**src/rtl/rvc_asap_cr_mem_if.sv**
```systemverilog
// D_MEM-style bus between the core (master) and a memory-mapped responder (slave).
// q is the registered read data returned one cycle after a read request.
interface rvc_asap_cr_mem_if;
    logic [31:0] data;
    logic [31:0] address;
    logic [3:0]  byteena;
    logic        wren;
    logic        rden;
    logic [31:0] q;

    modport master (output data, address, byteena, wren, rden, input q);
    modport slave  (input data, address, byteena, wren, rden, output q);
endinterface

```
**src/rtl/rvc_asap_cr_mem.sv**
```systemverilog
// Control-register window mapping board I/O (7-seg, LEDs, buttons, switches) onto the D_MEM bus.
// Optional button debouncing is enabled by defining RVC_CR_DEBOUNCE_EN.
module rvc_asap_cr_mem #(
    parameter logic [31:0] CR_BASE         = 32'h0040_0000,
    parameter int          DEBOUNCE_CYCLES = 50000
) (
    input  logic              Clock,
    input  logic              Rst,
    rvc_asap_cr_mem_if.slave  bus,
    input  logic              Button_0,
    input  logic              Button_1,
    input  logic [9:0]        Switch,
    output logic [7:0]        SEG7_0,
    output logic [7:0]        SEG7_1,
    output logic [7:0]        SEG7_2,
    output logic [7:0]        SEG7_3,
    output logic [7:0]        SEG7_4,
    output logic [7:0]        SEG7_5,
    output logic [9:0]        LED
);
    localparam logic [19:0] CR_PAGE = CR_BASE[31:12];
    localparam logic [9:0]  W_LED   = 10'd6;
    localparam logic [9:0]  W_BTN0  = 10'd7;
    localparam logic [9:0]  W_BTN1  = 10'd8;
    localparam logic [9:0]  W_SW    = 10'd9;

    if (DEBOUNCE_CYCLES < 1) begin : g_cfg_check
        $error("DEBOUNCE_CYCLES must be at least 1");
    end

    logic        hit;
    logic        wr_hit;
    logic [9:0]  word;
    logic [7:0]  seg [6];
    logic [9:0]  led;
    logic [1:0]  btn_meta;
    logic [1:0]  btn_sync;
    logic [1:0]  btn_level;
    logic [1:0]  btn_prev;
    logic [1:0]  btn_latch;
    logic [1:0]  btn_rise;
    logic [1:0]  btn_clr;
    logic [9:0]  sw_meta;
    logic [9:0]  sw_sync;
    logic [31:0] rdata;
    logic [31:0] q_r;
    logic        unused_bus_bits;

    assign hit    = (bus.address[31:12] == CR_PAGE);
    assign word   = bus.address[11:2];
    assign wr_hit = bus.wren && hit;

    // Byte-lane and address bits that no register implements.
    assign unused_bus_bits = ^{bus.data[31:10], bus.address[1:0], bus.byteena[3:2]};

    // NOTE: every flop here uses <= so all registers sample the same pre-edge values.
    always_ff @(posedge Clock or negedge Rst) begin
        if (!Rst) begin
            btn_meta <= '0;
            btn_sync <= '0;
            sw_meta  <= '0;
            sw_sync  <= '0;
            btn_prev <= '0;
        end else begin
            btn_meta <= {Button_1, Button_0};
            btn_sync <= btn_meta;
            sw_meta  <= Switch;
            sw_sync  <= sw_meta;
            btn_prev <= btn_level;
        end
    end

`ifdef RVC_CR_DEBOUNCE_EN
    localparam int                CNT_W   = $clog2(DEBOUNCE_CYCLES + 1);
    localparam logic [CNT_W-1:0]  CNT_MAX = CNT_W'(DEBOUNCE_CYCLES);

    logic [CNT_W-1:0] db_cnt [2];

    // The accepted level flips only after DEBOUNCE_CYCLES consecutive disagreeing samples.
    always_ff @(posedge Clock or negedge Rst) begin
        if (!Rst) begin
            btn_level <= '0;
            for (int i = 0; i < 2; i++) db_cnt[i] <= '0;
        end else begin
            for (int i = 0; i < 2; i++) begin
                if (btn_sync[i] == btn_level[i]) begin
                    db_cnt[i] <= '0;
                end else if (db_cnt[i] == CNT_MAX - 1'b1) begin
                    btn_level[i] <= ~btn_level[i];
                    db_cnt[i]    <= '0;
                end else begin
                    db_cnt[i] <= db_cnt[i] + 1'b1;
                end
            end
        end
    end
`else
    assign btn_level = btn_sync;
`endif

    assign btn_rise = btn_level & ~btn_prev;

    // NOTE: defaults first so no path through the block leaves a variable unassigned (no latches).
    always_comb begin
        btn_clr = '0;
        if (wr_hit && bus.byteena[0] && bus.data[1]) begin
            btn_clr[0] = (word == W_BTN0);
            btn_clr[1] = (word == W_BTN1);
        end
    end

    always_comb begin
        rdata = '0;
        for (int i = 0; i < 6; i++) begin
            if (word == 10'(i)) rdata[7:0] = seg[i];
        end
        case (word)
            W_LED:   rdata[9:0] = led;
            W_BTN0:  rdata[1:0] = {btn_latch[0], btn_level[0]};
            W_BTN1:  rdata[1:0] = {btn_latch[1], btn_level[1]};
            W_SW:    rdata[9:0] = sw_sync;
            default: ;
        endcase
    end

    // NOTE: the small segment array is reset like any other register so the pins come up dark.
    always_ff @(posedge Clock or negedge Rst) begin
        if (!Rst) begin
            for (int i = 0; i < 6; i++) seg[i] <= '0;
            led       <= '0;
            btn_latch <= '0;
            q_r       <= '0;
        end else begin
            for (int i = 0; i < 6; i++) begin
                if (wr_hit && bus.byteena[0] && word == 10'(i)) seg[i] <= bus.data[7:0];
            end
            if (wr_hit && word == W_LED) begin
                if (bus.byteena[0]) led[7:0] <= bus.data[7:0];
                if (bus.byteena[1]) led[9:8] <= bus.data[9:8];
            end
            // A new press outranks a clear landing in the same cycle.
            btn_latch <= btn_rise | (btn_latch & ~btn_clr);
            q_r       <= (bus.rden && hit) ? rdata : '0;
        end
    end

    assign bus.q  = q_r;
    assign SEG7_0 = seg[0];
    assign SEG7_1 = seg[1];
    assign SEG7_2 = seg[2];
    assign SEG7_3 = seg[3];
    assign SEG7_4 = seg[4];
    assign SEG7_5 = seg[5];
    assign LED    = led;
endmodule

```
**src/flat_wrapper.sv**
```systemverilog
// flat-port wrapper written by rule: the top's interface ports become plain ports
module rvc_asap_cr_mem_flat 
#(
    parameter logic [31:0] CR_BASE         = 32'h0040_0000,
    parameter int          DEBOUNCE_CYCLES = 50000
)
  (Clock, Rst, Button_0, Button_1, Switch, SEG7_0, SEG7_1, SEG7_2, SEG7_3, SEG7_4, SEG7_5, LED, bus_data, bus_address, bus_byteena, bus_wren, bus_rden, bus_q);
  rvc_asap_cr_mem_if bus_i ();
  input  logic Clock;
  input  logic Rst;
  input  logic Button_0;
  input  logic Button_1;
  input  logic [9:0] Switch;
  output logic [7:0] SEG7_0;
  output logic [7:0] SEG7_1;
  output logic [7:0] SEG7_2;
  output logic [7:0] SEG7_3;
  output logic [7:0] SEG7_4;
  output logic [7:0] SEG7_5;
  output logic [9:0] LED;
  input wire logic [$bits(bus_i.data)-1:0] bus_data;
  input wire logic [$bits(bus_i.address)-1:0] bus_address;
  input wire logic [$bits(bus_i.byteena)-1:0] bus_byteena;
  input wire logic [$bits(bus_i.wren)-1:0] bus_wren;
  input wire logic [$bits(bus_i.rden)-1:0] bus_rden;
  output wire logic [$bits(bus_i.q)-1:0] bus_q;
  assign bus_i.data = bus_data;
  assign bus_i.address = bus_address;
  assign bus_i.byteena = bus_byteena;
  assign bus_i.wren = bus_wren;
  assign bus_i.rden = bus_rden;
  assign bus_q = bus_i.q;
  rvc_asap_cr_mem #(.CR_BASE(CR_BASE), .DEBOUNCE_CYCLES(DEBOUNCE_CYCLES)) u_core (.Clock(Clock), .Rst(Rst), .bus(bus_i), .Button_0(Button_0), .Button_1(Button_1), .Switch(Switch), .SEG7_0(SEG7_0), .SEG7_1(SEG7_1), .SEG7_2(SEG7_2), .SEG7_3(SEG7_3), .SEG7_4(SEG7_4), .SEG7_5(SEG7_5), .LED(LED));
endmodule
```
**config.mk**
```make
export PLATFORM = sky130hd
export DESIGN_NAME = rvc_asap_cr_mem_flat
export DESIGN_NICKNAME = d
export VERILOG_FILES = /design/src/rtl/rvc_asap_cr_mem_if.sv /design/src/rtl/rvc_asap_cr_mem.sv /design/src/flat_wrapper.sv
export SDC_FILE = /design/constraint.sdc
export NUM_CORES = 1
export LEC_CHECK = 0
export BUFFER_PORTS_ARGS = -buffer_cell sky130_fd_sc_hd__buf_4
export CAP_MARGIN = 30
export CORE_ASPECT_RATIO = 1.1
export CORE_MARGIN = 3
export CORE_UTILIZATION = 30
export CTS_BUF_LIST = sky130_fd_sc_hd__clkbuf_8
export DETAILED_ROUTE_END_ITERATION = 8
export GPL_ROUTABILITY_DRIVEN = 1
export GPL_TIMING_DRIVEN = 0
export SLEW_MARGIN = 20
export SYNTH_ARGS = -nofsm -noshare
export SYNTH_HDL_FRONTEND = slang
export SYNTH_SLANG_ARGS = --single-unit
```
**constraint.sdc**
```tcl
create_clock -name Clock -period 1.5 [get_ports Clock]
set_input_delay 0 -clock Clock [delete_from_list [all_inputs] [get_ports Clock]]
set_output_delay 0 -clock Clock [all_outputs]
set_load 0.1 [all_outputs]
```
# [After elaboration in Yosys (flattened, before gate mapping)]
# Index checks and enable logic that the tools add are counted.
[classes] addsub=0 mul=0 div=0 n_lt_le_gt_ge=0 eq_ne=10 shift=0 muxes=10 bitwise=5 reduce_logical=14
[op_table] operator="8-bit 2-to-1 mux" n=6
[op_table] operator="10-bit by 3-bit == test with 1-bit output, second input constant" n=4
[op_table] operator="10-bit by 2-bit == test with 1-bit output, second input constant" n=2
[op_table] operator="10-bit by 4-bit == test with 1-bit output, second input constant" n=2
[op_table] operator="20-bit by 11-bit == test with 1-bit output, second input constant" n=1
[op_table] operator="8-bit one-hot mux with 2 select lines" n=1
[op_table] operator="1-bit logical AND" n=11
[op_table] operator="10-bit by 1-bit == test with 1-bit output, second input constant" n=1
[op_table] operator="10-bit logical NOT" n=1
[op_table] operator="10-bit 2-to-1 mux" n=1
[op_table] operator="2-bit one-hot mux with 4 select lines" n=1
[op_table] operator="2-bit bitwise AND" n=2
[op_table] operator="2-bit NOT" n=2
[op_table] operator="2-bit AND reduction" n=2
[op_table] operator="2-bit 2-to-1 mux" n=1
[op_table] operator="2-bit OR" n=1
[totals] reg_bits=118 latch_bits=0 ram_bits=0 rom_bits=0 out_inout_bits=90 word_cells=54 mem_count=0

# [Longest topological paths before layout]
# Gate-level depths: netlist of run 1.
[logic_depth] ltp_word=9 ltp_mapped=6 ltp_nobuf=4

# [Least setup slack after synthesis of run 1]
# No wires, ideal clock.
[synth_timing] path_kind="input -> register" startpoint="input bus_address[5]" endpoint="register u_core.seg, in the netlist u_core.SEG7_4[2]" setup_time_ns=0.126 arrival_time_ns=1.715 setup_slack_ns=-0.341 cell_stages=4 n_path_buf=0 cell_sequence="or4b_4 or4_4 nor3_4 mux2_2"
[synth_via] elab_chain_len=2
[synth_lines] item="start, declared" line_no="flat_wrapper.sv:22" text="input wire logic [$bits(bus_i.address)-1:0] bus_address;"
[synth_lines] item="10-bit by 3-bit == test with 1-bit output" line_no="rvc_asap_cr_mem.sv:135" text="if (wr_hit && bus.byteena[0] && word == 10'(i)) seg[i] <= bus.data[7:0];"
[synth_lines] item="1-bit logical AND" line_no="rvc_asap_cr_mem.sv:135"
[synth_lines] item="end signal, assigned by index" line_no="rvc_asap_cr_mem.sv:135"
[synth_lines] item="end, declared" line_no="rvc_asap_cr_mem.sv:34" text="logic [7:0] seg [6];"
# No other way between the ends.
# A chain may end at the register's enable or synchronous reset.

# [Worst setup path after layout of run 1]
[layout_timing] startpoint="input bus_address[8]" endpoint="register u_core.seg, in the netlist u_core.SEG7_0[0]"
[layout_via] elab_chain_len=2
[layout_lines] item="10-bit logical NOT" line_no="rvc_asap_cr_mem.sv:135"
[layout_lines] item="1-bit logical AND" line_no="rvc_asap_cr_mem.sv:135"
# No other way between the ends.

==> results of run 1 <==
==> metal layers <==
metal / track usage / share of wire
met1: 0.211 / 0.42
met2: 0.275 / 0.50
met3: 0.0382 / 0.065
met4: 0.0691 / 0.017
met5: 0 / 0
==> timing repair <==
item | 4_1_cts | 5_1_grt
pin swaps | 11 | 6
endpoints found under the hold margin | 169 | 0
cloned | 0 | 0
resized for setup | 15 | 24
setup buffers | 17 | 4
endpoints found under the setup margin | 68 | 57
hold buffers | 25 | 0
==> registers in the layout, indices dropped and copies added (netlist names), 10 cells and up <==
signal,cells
u_core.sw_sync,10
u_core.bus.q,10
u_core.sw_meta,10
u_core.LED,10
==> synthesized netlist by cell type, types with 2 or more instances <==
library cell  instances  area [sq um]
o311ai_0              6          52.6
nand2_1               5          18.8
inv_1                 2          7.51
o41ai_1               2          17.5
nand3_1               5          25.0
nand4_1               2          12.5
mux2_2               60           676
nor4_1                5          31.3
o21ai_0               5          25.0
a221oi_1              6          52.6
o22a_1                6          52.6
nand3b_1              2          15.0
clkbuf_1             10          37.5
nand2b_1              3          18.8
nor2b_1               7          43.8
nor3_1                9          45.0
or3_1                 7          43.8
and3_1                6          37.5
nor4_4                6           128
o22ai_1               2          12.5
buf_4                22           165
nor4_2                2          25.0
o21bai_1              2          15.0
or2_2                 2          12.5
a211oi_1              8          60.1
a21oi_1              17          85.1
a22oi_1               2          15.0
buf_1                 2          7.51
nor2_1                8          30.0
o221ai_1              2          17.5
or4_1                 2          15.0
dfrtp_1              96          2400
mux2i_1               8          80.1
==> worst reg2reg max path, cell delays in order, from the launching register on <==
cell      delay [ns]
dfrtp_2         0.43
mux2i_1         0.18
nor3_1          0.07
o311ai_1        0.46
a211oi_2        0.15
==> metrics by stage <==
stage	power, W	setup TNS [ns]
floorplan	0.00307	-14.62
global placement	0.00331	-48.90
detailed placement	0.00332	-51.16
CTS	0.00501	-1.03
global route	0.00518	-1.23
finish	0.00499	-0.987
==> kinds of logic (layout without fill, tap and decap cells) <==
group,Yosys count,after routing,share of synthesized area
compound gates,59,59,0.0932
buf+inv,38,224,0.0514
flops,96,96,0.542
mux,68,68,0.171
other cells,1,22,0.000847
simple gates,83,83,0.142
==> area by class of cell <==
class / instances / area, sq um
fill: 1299 / 7360
sequential: 96 / 2440
multi-input combinational: 232 / 2230
timing repair buffer: 171 / 1440
buffer: 35 / 240
tap: 188 / 235
clock buffer: 9 / 124
clock inverter: 7 / 61.3
inverter: 2 / 7.51
==> worst max-delay path by stage <==
stage,start,end,slack (ns),cells past startpoint
CTS,bus_address[8],u_core.SEG7_4[0]$_DFFE_PN0P_,-0.08,6
global route,bus_address[8],u_core.SEG7_0[6]$_DFFE_PN0P_,-0.09,7
global placement,bus_address[7],u_core.LED[2]$_DFFE_PN0P_,-0.87,5
floorplan,bus_address[5],u_core.SEG7_4[2]$_DFFE_PN0P_,-0.34,4
finish,bus_address[8],u_core.SEG7_0[0]$_DFFE_PN0P_,-0.09,7
detailed placement,bus_address[7],u_core.LED[2]$_DFFE_PN0P_,-0.90,5
==> power by group <==
part / total (W) / internal (W) / switching, W
Clock: 0.00163 / 0.000637 / 0.000993
Sequential: 0.00263 / 0.00262 / 0.0000111
Combinational: 0.000724 / 0.000250 / 0.000474
Total: 0.00499 / 0.00351 / 0.00148
==> impl_metrics.yaml, run 1 <==
timing:
  setup_viol: 16
  final.setup_skew_ns: 0.0150
  fmax_mhz: 629
  max_slew_margin: 0.437
  whs_ns: 0.132
  period_share: 1.06
  finalMaxSlewViolations: 0
  setup_ws_ns: -0.0906
  rsz0062_at_grt: "true"
  hold_viol_final: 0
  worst_pin_slew_ns: 0.844
  min_period_ns: 1.59
worst_hold_path:
  hold_depth: 4
  min_to: "u_core.bus.q[2]$_DFF_PN0_"
  hp-class: "primary input to register"
  min_from: "bus_rden"
global_route:
  grt_pass1_wl_um: 20600
  gr-usage-all-layers: 0.167
  grt_pass1_vias: 3637
  antenna_found_initial: 0
  grt_max_degree: 97
  grt_overflow_total: 0
route:
  drt-total-wl_um: 13300
  ant_nets: 0
  drt-initial-drc-count: 178
  routedWlPerCell_um: 18.0
  firstDrtPassIters: 4
  vias: 3584
  drc_errors: 0
  via_per_inst: 4.84
critical_path:
  path_class: "primary input to register"
  cp.required_ns: 1.77
  path_delay_family: "simple AND/OR/NAND/NOR gates"
  path_buf_inv: 3
  path_cells: "buf_8, or4_4, buf_6, or3_4, nor4_4, buf_12, mux2_4"
  cp_slowest_stage_delay_ns: 0.56
  worstPathArrival_ns: 1.86
  reg2reg_depth: 4
  endpoint_kind: "register"
  r2r-end: "u_core.bus.q[3]$_DFF_PN0_"
  cp_slowest_cell: "or4_4"
  r2r_slack_ns: 0.06
  worst_setup_path_start_kind: "primary input"
  r2r_start: "u_core.SEG7_1[3]$_DFFE_PN0P_"
  worst-path-max-fanout: 8
die:
  dieHeight_um: 133
  die_w_um: 122
  core.rowCount: 45
  core_sq_um: 14100
  start_util: 0.313
  die_area_sq_um: 16300
  io_pins: 174
logic_synthesis:
  async_flop_share: 1.00
  yosysSeqAreaShare: 0.542
  synth_edf_count: 0
  synth.distinct_cells: 49
  ys.flop_type: "dfrtp_1"
  syn_inst: 345
  ys_warn_count: 0
  syn_area_sq_um: 4430
  synth-seq-cells: 96
  syn_area_per_cell_sq_um: 12.8
outcome:
  outcome: "finished with violations"
  violations: "setup timing"
final_layout:
  mostFrequentLayoutCells: "buf_4 (156), dfrtp_1 (69), mux2_4 (53), dfrtp_2 (27), dlygate4sd3_1 (25)"
  area_delta_synth_final_pct: 52.9
  final_common_cell: "buf_4"
  drive_gt1_frac: 0.556
  final_cells: 740
  fin_nets: 631
  final_util: 0.479
  diodes: 0
  final_cell_area_sq_um: 6770
cts:
  cts_root_buf: "clkbuf_8"
  cts_tree: "yes"
  ctsLongestPathBuffers: 2
  clkSinkCount: 96
  clk_pin_slew_ns: 0.10
  htreeDepth: 3
  clock_latency_ns: 0.38
  cts_buffers: 9
power:
  peakVddDrop_v: 0.000405
  powerDensity_nw_per_um2: 736
  p_leak_nw: 3.20
run:
  maxCapViolations: 0
placement:
  gp_congestion: 0.821
  placed_cell_area_sq_um: 5990
  io_buffers: 125
  pre_cts_ws_ns: -0.901
  dp_hpwl_um: 9650
  placedCellCount: 679
No activity file was read; power rests on OpenSTA's default activity.
==> run 2, diff against run 1 <==
Settings changed: CTS_BUF_LIST sky130_fd_sc_hd__clkbuf_8 to sky130_fd_sc_hd__clkbuf_4.
==> run 2 against run 1 <==
- the flow now finishes without violations
- combinational power decreased by 3%
- hold slack got worse by 0.10 ns
- die area did not move
- fmax up 7.6%
- utilization is 1.3 points lower
- register-to-register slack improved by 0.04 ns
- sequential cell count stayed put
- cell count shrank 1.2%
- routed wire length shrank 0.76%
- final area down 2.8%
- largest cell class unchanged
- largest power group unchanged
==> impl_metrics.yaml, run 2 (synthesis gave the netlist of run 1 again) <==
outcome:
  outcome: "finished, final reports clean"
power:
  p_int_w: 0.00323
  power_switching_w: 0.00143
  share_seq_of_total_power: 0.565
  peakVddDrop_v: 0.000302
  powerDensity_nw_per_um2: 708
  clkPwrFrac: 0.283
  p_leak_nw: 3.11
  combPwrFrac: 0.151
  switching_share: 0.306
  fin_total_pwr_w: 0.00466
cts:
  cts_buffers: 9
  cts_root_buf: "clkbuf_4"
  cts_tree: "yes"
  htreeDepth: 3
  clock_latency_ns: 0.48
  clk_pin_slew_ns: 0.17
  ctsLongestPathBuffers: 2
  clkSinkCount: 96
placement:
  placed_cell_area_sq_um: 5990
  io_buffers: 125
  dp_hpwl_um: 9650
  pre_cts_ws_ns: -0.901
  placedCellCount: 679
  gp_congestion: 0.821
route:
  via_per_inst: 4.84
  drt-total-wl_um: 13200
  drc_errors: 0
  firstDrtPassIters: 4
  ant_nets: 0
  routedWlPerCell_um: 18.1
  drt-initial-drc-count: 190
  vias: 3541
global_route:
  grt_use_met1: 0.213
  grt_pass1_vias: 3627
  grt.busiest_layer: "met2"
  gr-usage-all-layers: 0.165
  grtUsageMet2: 0.276
  grt_pass1_wl_um: 20400
  grt_overflow_total: 0
  grt_max_degree: 97
  antenna_found_initial: 1
  use_met3: 0.0318
final_layout:
  fin_nets: 621
  mostFrequentLayoutCells: "buf_4 (152), dfrtp_1 (69), mux2_4 (44), dfrtp_2 (27), dlygate4sd3_1 (25)"
  final_cells: 731
  area_delta_synth_final_pct: 48.7
  final_cell_area_sq_um: 6590
  fillers: 1319
  drive_gt1_frac: 0.546
  final_common_cell: "buf_4"
die:
  start_util: 0.313
  die_area_sq_um: 16300
  core.rowCount: 45
  io_pins: 174
  dieHeight_um: 133
  core_sq_um: 14100
  die_w_um: 122
critical_path:
  worstPathArrival_ns: 1.84
  worst-path-max-fanout: 8
  endpoint_kind: "register"
  cp.required_ns: 1.86
  cp_slowest_cell: "or4b_4"
  path_cells: "buf_4, or4b_4, or4_4, nor3_4, buf_12, mux2_4"
  path_class: "primary input to register"
  cp_slowest_stage_delay_ns: 0.54
  worst_setup_path_start_kind: "primary input"
timing:
  setup_ws_ns: 0.0218
  setup_viol: 0
  period_share: 0.985
  worst_pin_slew_ns: 0.932
  hold_viol_final: 0
  max_slew_margin: 0.373
  final.setup_skew_ns: 0.0248
  min_period_ns: 1.48
  rsz0062_at_grt: "false"
  finalMaxSlewViolations: 0
  fmax_mhz: 677
worst_hold_path:
  hp-class: "primary input to register"
run:
  maxCapViolations: 0
[run 2: changes by cell type in the layout (fill, tap and decap cells not counted), moves of 2 or more]
| cell | previous run | this run |
|---|---|---|
| buf_4 | 156 | 152 |
| mux2_4 | 53 | 44 |
| clkbuf_8 | 10 | 1 |
| buf_6 | 6 | 3 |
| buf_8 | 2 | 0 |
| clkbuf_4 | 1 | 10 |
| mux2_2 | 7 | 16 |
[run 2: layout make-up]
type / count / area (sq um) / area share
antenna: 1 / 2.50 / 0.000380
timing repair buffer: 162 / 1350 / 0.205
buffer: 34 / 234 / 0.0355
clock inverter: 7 / 61.3 / 0.00931
clock buffer: 9 / 67.6 / 0.0103
sequential: 96 / 2440 / 0.370
inverter: 2 / 7.51 / 0.00114
tap: 188 / 235 / 0.0357
multi-input combinational: 232 / 2190 / 0.333
[run 2: power groups by stage]
stage | combinational [W] | sequential, W | clock, W
after floorplan | 0.000393 | 0.00268 | 0
after global placement | 0.000632 | 0.00268 | 0
after detailed placement | 0.000642 | 0.00268 | 0
after CTS | 0.000701 | 0.00264 | 0.00138
after global routing | 0.000754 | 0.00264 | 0.00146
final | 0.000705 | 0.00263 | 0.00132
[run 2: worst paths after layout]
kind                       depth (start not counted)  slack, ns                          from                            to
hold reg to reg                                    0       0.37   u_core.sw_meta[1]$_DFF_PN0_   u_core.sw_sync[1]$_DFF_PN0_
hold / removal                                     4       0.03                      bus_rden     u_core.bus.q[2]$_DFF_PN0_
setup / recovery                                   6       0.02               bus_address[11]  u_core.SEG7_4[2]$_DFFE_PN0P_
min in group asynchronous                          2       0.16                           Rst  u_core.SEG7_2[1]$_DFFE_PN0P_
setup reg to reg                                   4       0.10  u_core.SEG7_1[7]$_DFFE_PN0P_     u_core.bus.q[7]$_DFF_PN0_
max in group asynchronous                          2       0.72                           Rst  u_core.SEG7_2[5]$_DFFE_PN0P_
[run 2: stage by stage]
stage               hold slack, ns  TNS (ns)  utilization
floorplan                   -0.296    -14.62            -
global placement             0.110    -48.90        0.423
detailed placement           0.110    -51.16        0.424
CTS                        0.00379         0        0.464
global route                0.0595         0        0.466
finish                      0.0272         0        0.466
[run 2: metal layers]
layer / share of wire / vias to the layer above
met2: 0.51 / 117
met3: 0.062 / 15
met5: 0 / -
met1: 0.41 / 1763
met4: 0.014 / 0
li1: - / 1646
[run 2: repair_timing]
action                     CTS  global route
pin swaps                    8             1
gates resized for setup     11            11
hold buffers                25             0
setup endpoints to repair   63            36
setup buffers               12             0
hold endpoints to repair   170             0
[run 2: critical path, delay by kind of cell]
family                 cells  cell delay (ns)
and+or+nand+nor            3             1.22
buffers and inverters      2             0.30
muxes                      1             0.30
==> run 3, diff against run 2 <==
Settings changed: GPL_TIMING_DRIVEN 0 to default.
Clock period 1.5 ns to 1.8 ns, I/O delays scaled along.
==> run 3 against run 2 <==
- sequential share of layout area rose by 1.4 points
- critical endpoint is now u_core.SEG7_4[7]$_DFFE_PN0P_
- sequential cell count did not move
- utilization fell by 2.3 points
- non-clock buffer count fell by 12
- first-iteration DRC count rose by 5.8%
==> impl_metrics.yaml, run 3 (synthesis gave the netlist of run 1 again) <==
critical_path:
  endpoint_kind: "register"
  worstSetupStartpoint: "bus_address[7]"
  r2r_start: "u_core.SEG7_1[4]$_DFFE_PN0P_"
  worst_setup_path_start_kind: "primary input"
  cp_slowest_stage_delay_ns: 0.66
  cp.required_ns: 2.18
  path_class: "primary input to register"
  worst-path-max-fanout: 8
  path_cells: "buf_4, or4_1, or4_4, nor3_4, buf_12, mux2_2"
  cp_slowest_cell: "or4_1"
  path_buf_inv: 2
  path_delay_family: "simple AND/OR/NAND/NOR gates"
  worstPathArrival_ns: 1.89
run:
  maxCapViolations: 0
final_layout:
  area_delta_synth_final_pct: 41.2
  final_cell_area_sq_um: 6260
  final_common_cell: "buf_4"
  diodes: 0
  fillers: 1341
  mostFrequentLayoutCells: "buf_4 (152), dfrtp_1 (96), mux2_2 (60), dlygate4sd3_1 (26), conb_1 (22)"
  drive_gt1_frac: 0.472
  fin_nets: 609
  final_util: 0.443
worst_hold_path:
  hp-class: "primary input to register"
  min_from: "bus_address[3]"
timing:
  rsz0062_at_grt: "false"
  fmax_mhz: 660
  min_period_ns: 1.52
  max_slew_margin: 0.598
  setup_viol: 0
  period_share: 0.842
  final.setup_skew_ns: 0.0125
  whs_ns: 0.0292
  worst_pin_slew_ns: 0.600
  hold_viol_final: 0
  finalMaxSlewViolations: 0
  setup_tns_ns: 0
cts:
  ctsHoldBuffers: 26
  clk_pin_slew_ns: 0.14
  cts_tree: "yes"
  clock_latency_ns: 0.48
  post_cts_buffers: 0
  ctsResizeCount: 0
  cts_buffers: 9
  ctsLongestPathBuffers: 2
  htreeDepth: 3
  cts_root_buf: "clkbuf_4"
  clkSinkCount: 96
power:
  switching_share: 0.260
  powerDensity_nw_per_um2: 698
  power_switching_w: 0.00113
  clkPwrFrac: 0.372
  share_seq_of_total_power: 0.503
  peakVddDrop_v: 0.000288
  fin_total_pwr_w: 0.00437
  p_int_w: 0.00323
  combPwrFrac: 0.125
  p_leak_nw: 3.06
route:
  drt-total-wl_um: 13600
  firstDrtPassIters: 4
  drt-initial-drc-count: 201
  vias: 3527
  drc_errors: 0
  via_per_inst: 4.91
  ant_nets: 0
  routedWlPerCell_um: 18.9
die:
  die_area_sq_um: 16300
  core.rowCount: 45
  core_sq_um: 14100
  io_pins: 174
  start_util: 0.313
  die_w_um: 122
  dieHeight_um: 133
global_route:
  grt_pass1_vias: 3617
  grt_overflow_total: 0
  antenna_found_initial: 0
  grt_pass1_wl_um: 20400
  gr-usage-all-layers: 0.166
  grt_max_degree: 97
placement:
  gp_congestion: 0.810
  dp_hpwl_um: 9660
  io_buffers: 125
  placed_cell_area_sq_um: 5780
outcome:
  outcome: "finished, final reports clean"
run 3: cell count changes in the layout (fill, tap and decap cells not counted), sizes merged:
| cell | change |
|---|---|
| bufinv | +4 |
| buf | -3 |
| inv | -4 |
| diode | -1 |
| dlygate4sd3 | +1 |
| clkinvlp | -1 |
| clkinv | -1 |
| clkbuf | -8 |
run 3: power by group through the flow:
stage | Combinational (W) | Clock, W | Sequential, W
finish | 0.000545 | 0.00163 | 0.00219
global placement | 0.000495 | 0 | 0.00224
CTS | 0.000546 | 0.00168 | 0.00220
floorplan | 0.000317 | 0 | 0.00223
global route | 0.000579 | 0.00174 | 0.00220
detailed placement | 0.000500 | 0 | 0.00224
run 3: stage by stage:
stage	setup WS (ns)	instances
final	0.284	718
after global routing	0.165	718
after CTS	0.287	718
after detailed placement	-0.219	676
after global placement	-0.194	676
after floorplan	-0.0410	366
run 3: worst register-to-register path, stage by stage (launching register included):
cell	delay, ns
dfrtp_1	0.42
mux2i_1	0.20
nor3_1	0.06
o311ai_0	0.53
a211oi_1	0.17
run 3: routing by layer:
layer,wire [um],part of all wire,vias up,track usage
met2,6460,0.48,147,0.265
li1,-,-,1615,-
met1,5910,0.44,1746,0.224
met5,0,0,-,0
met3,948,0.070,19,0.0352
met4,241,0.018,0,0.0585
run 3: path summary, 6_finish.rpt:
path                       cells past startpoint                             to  slack (ns)
setup / recovery                               6   u_core.SEG7_4[7]$_DFFE_PN0P_        0.28
hold / removal                                 4  u_core.btn_latch[0]$_DFF_PN0_        0.03
setup reg to reg                               4      u_core.bus.q[4]$_DFF_PN0_        0.29
hold reg to reg                                0  u_core.btn_level[1]$_DFF_PN0_        0.37
max in group asynchronous                      3      u_core.LED[1]$_DFFE_PN0P_        1.30
min in group asynchronous                      3    u_core.sw_meta[0]$_DFF_PN0_        0.07
run 3: cell type report:
class                      count  area [sq um]  area share
tap                          188           235      0.0376
inverter                       2          7.51     0.00120
sequential                    96          2400       0.384
clock buffer                  11          82.6      0.0132
timing repair buffer         184          1520       0.243
clock inverter                 5           129      0.0206
multi-input combinational    232          1880       0.300
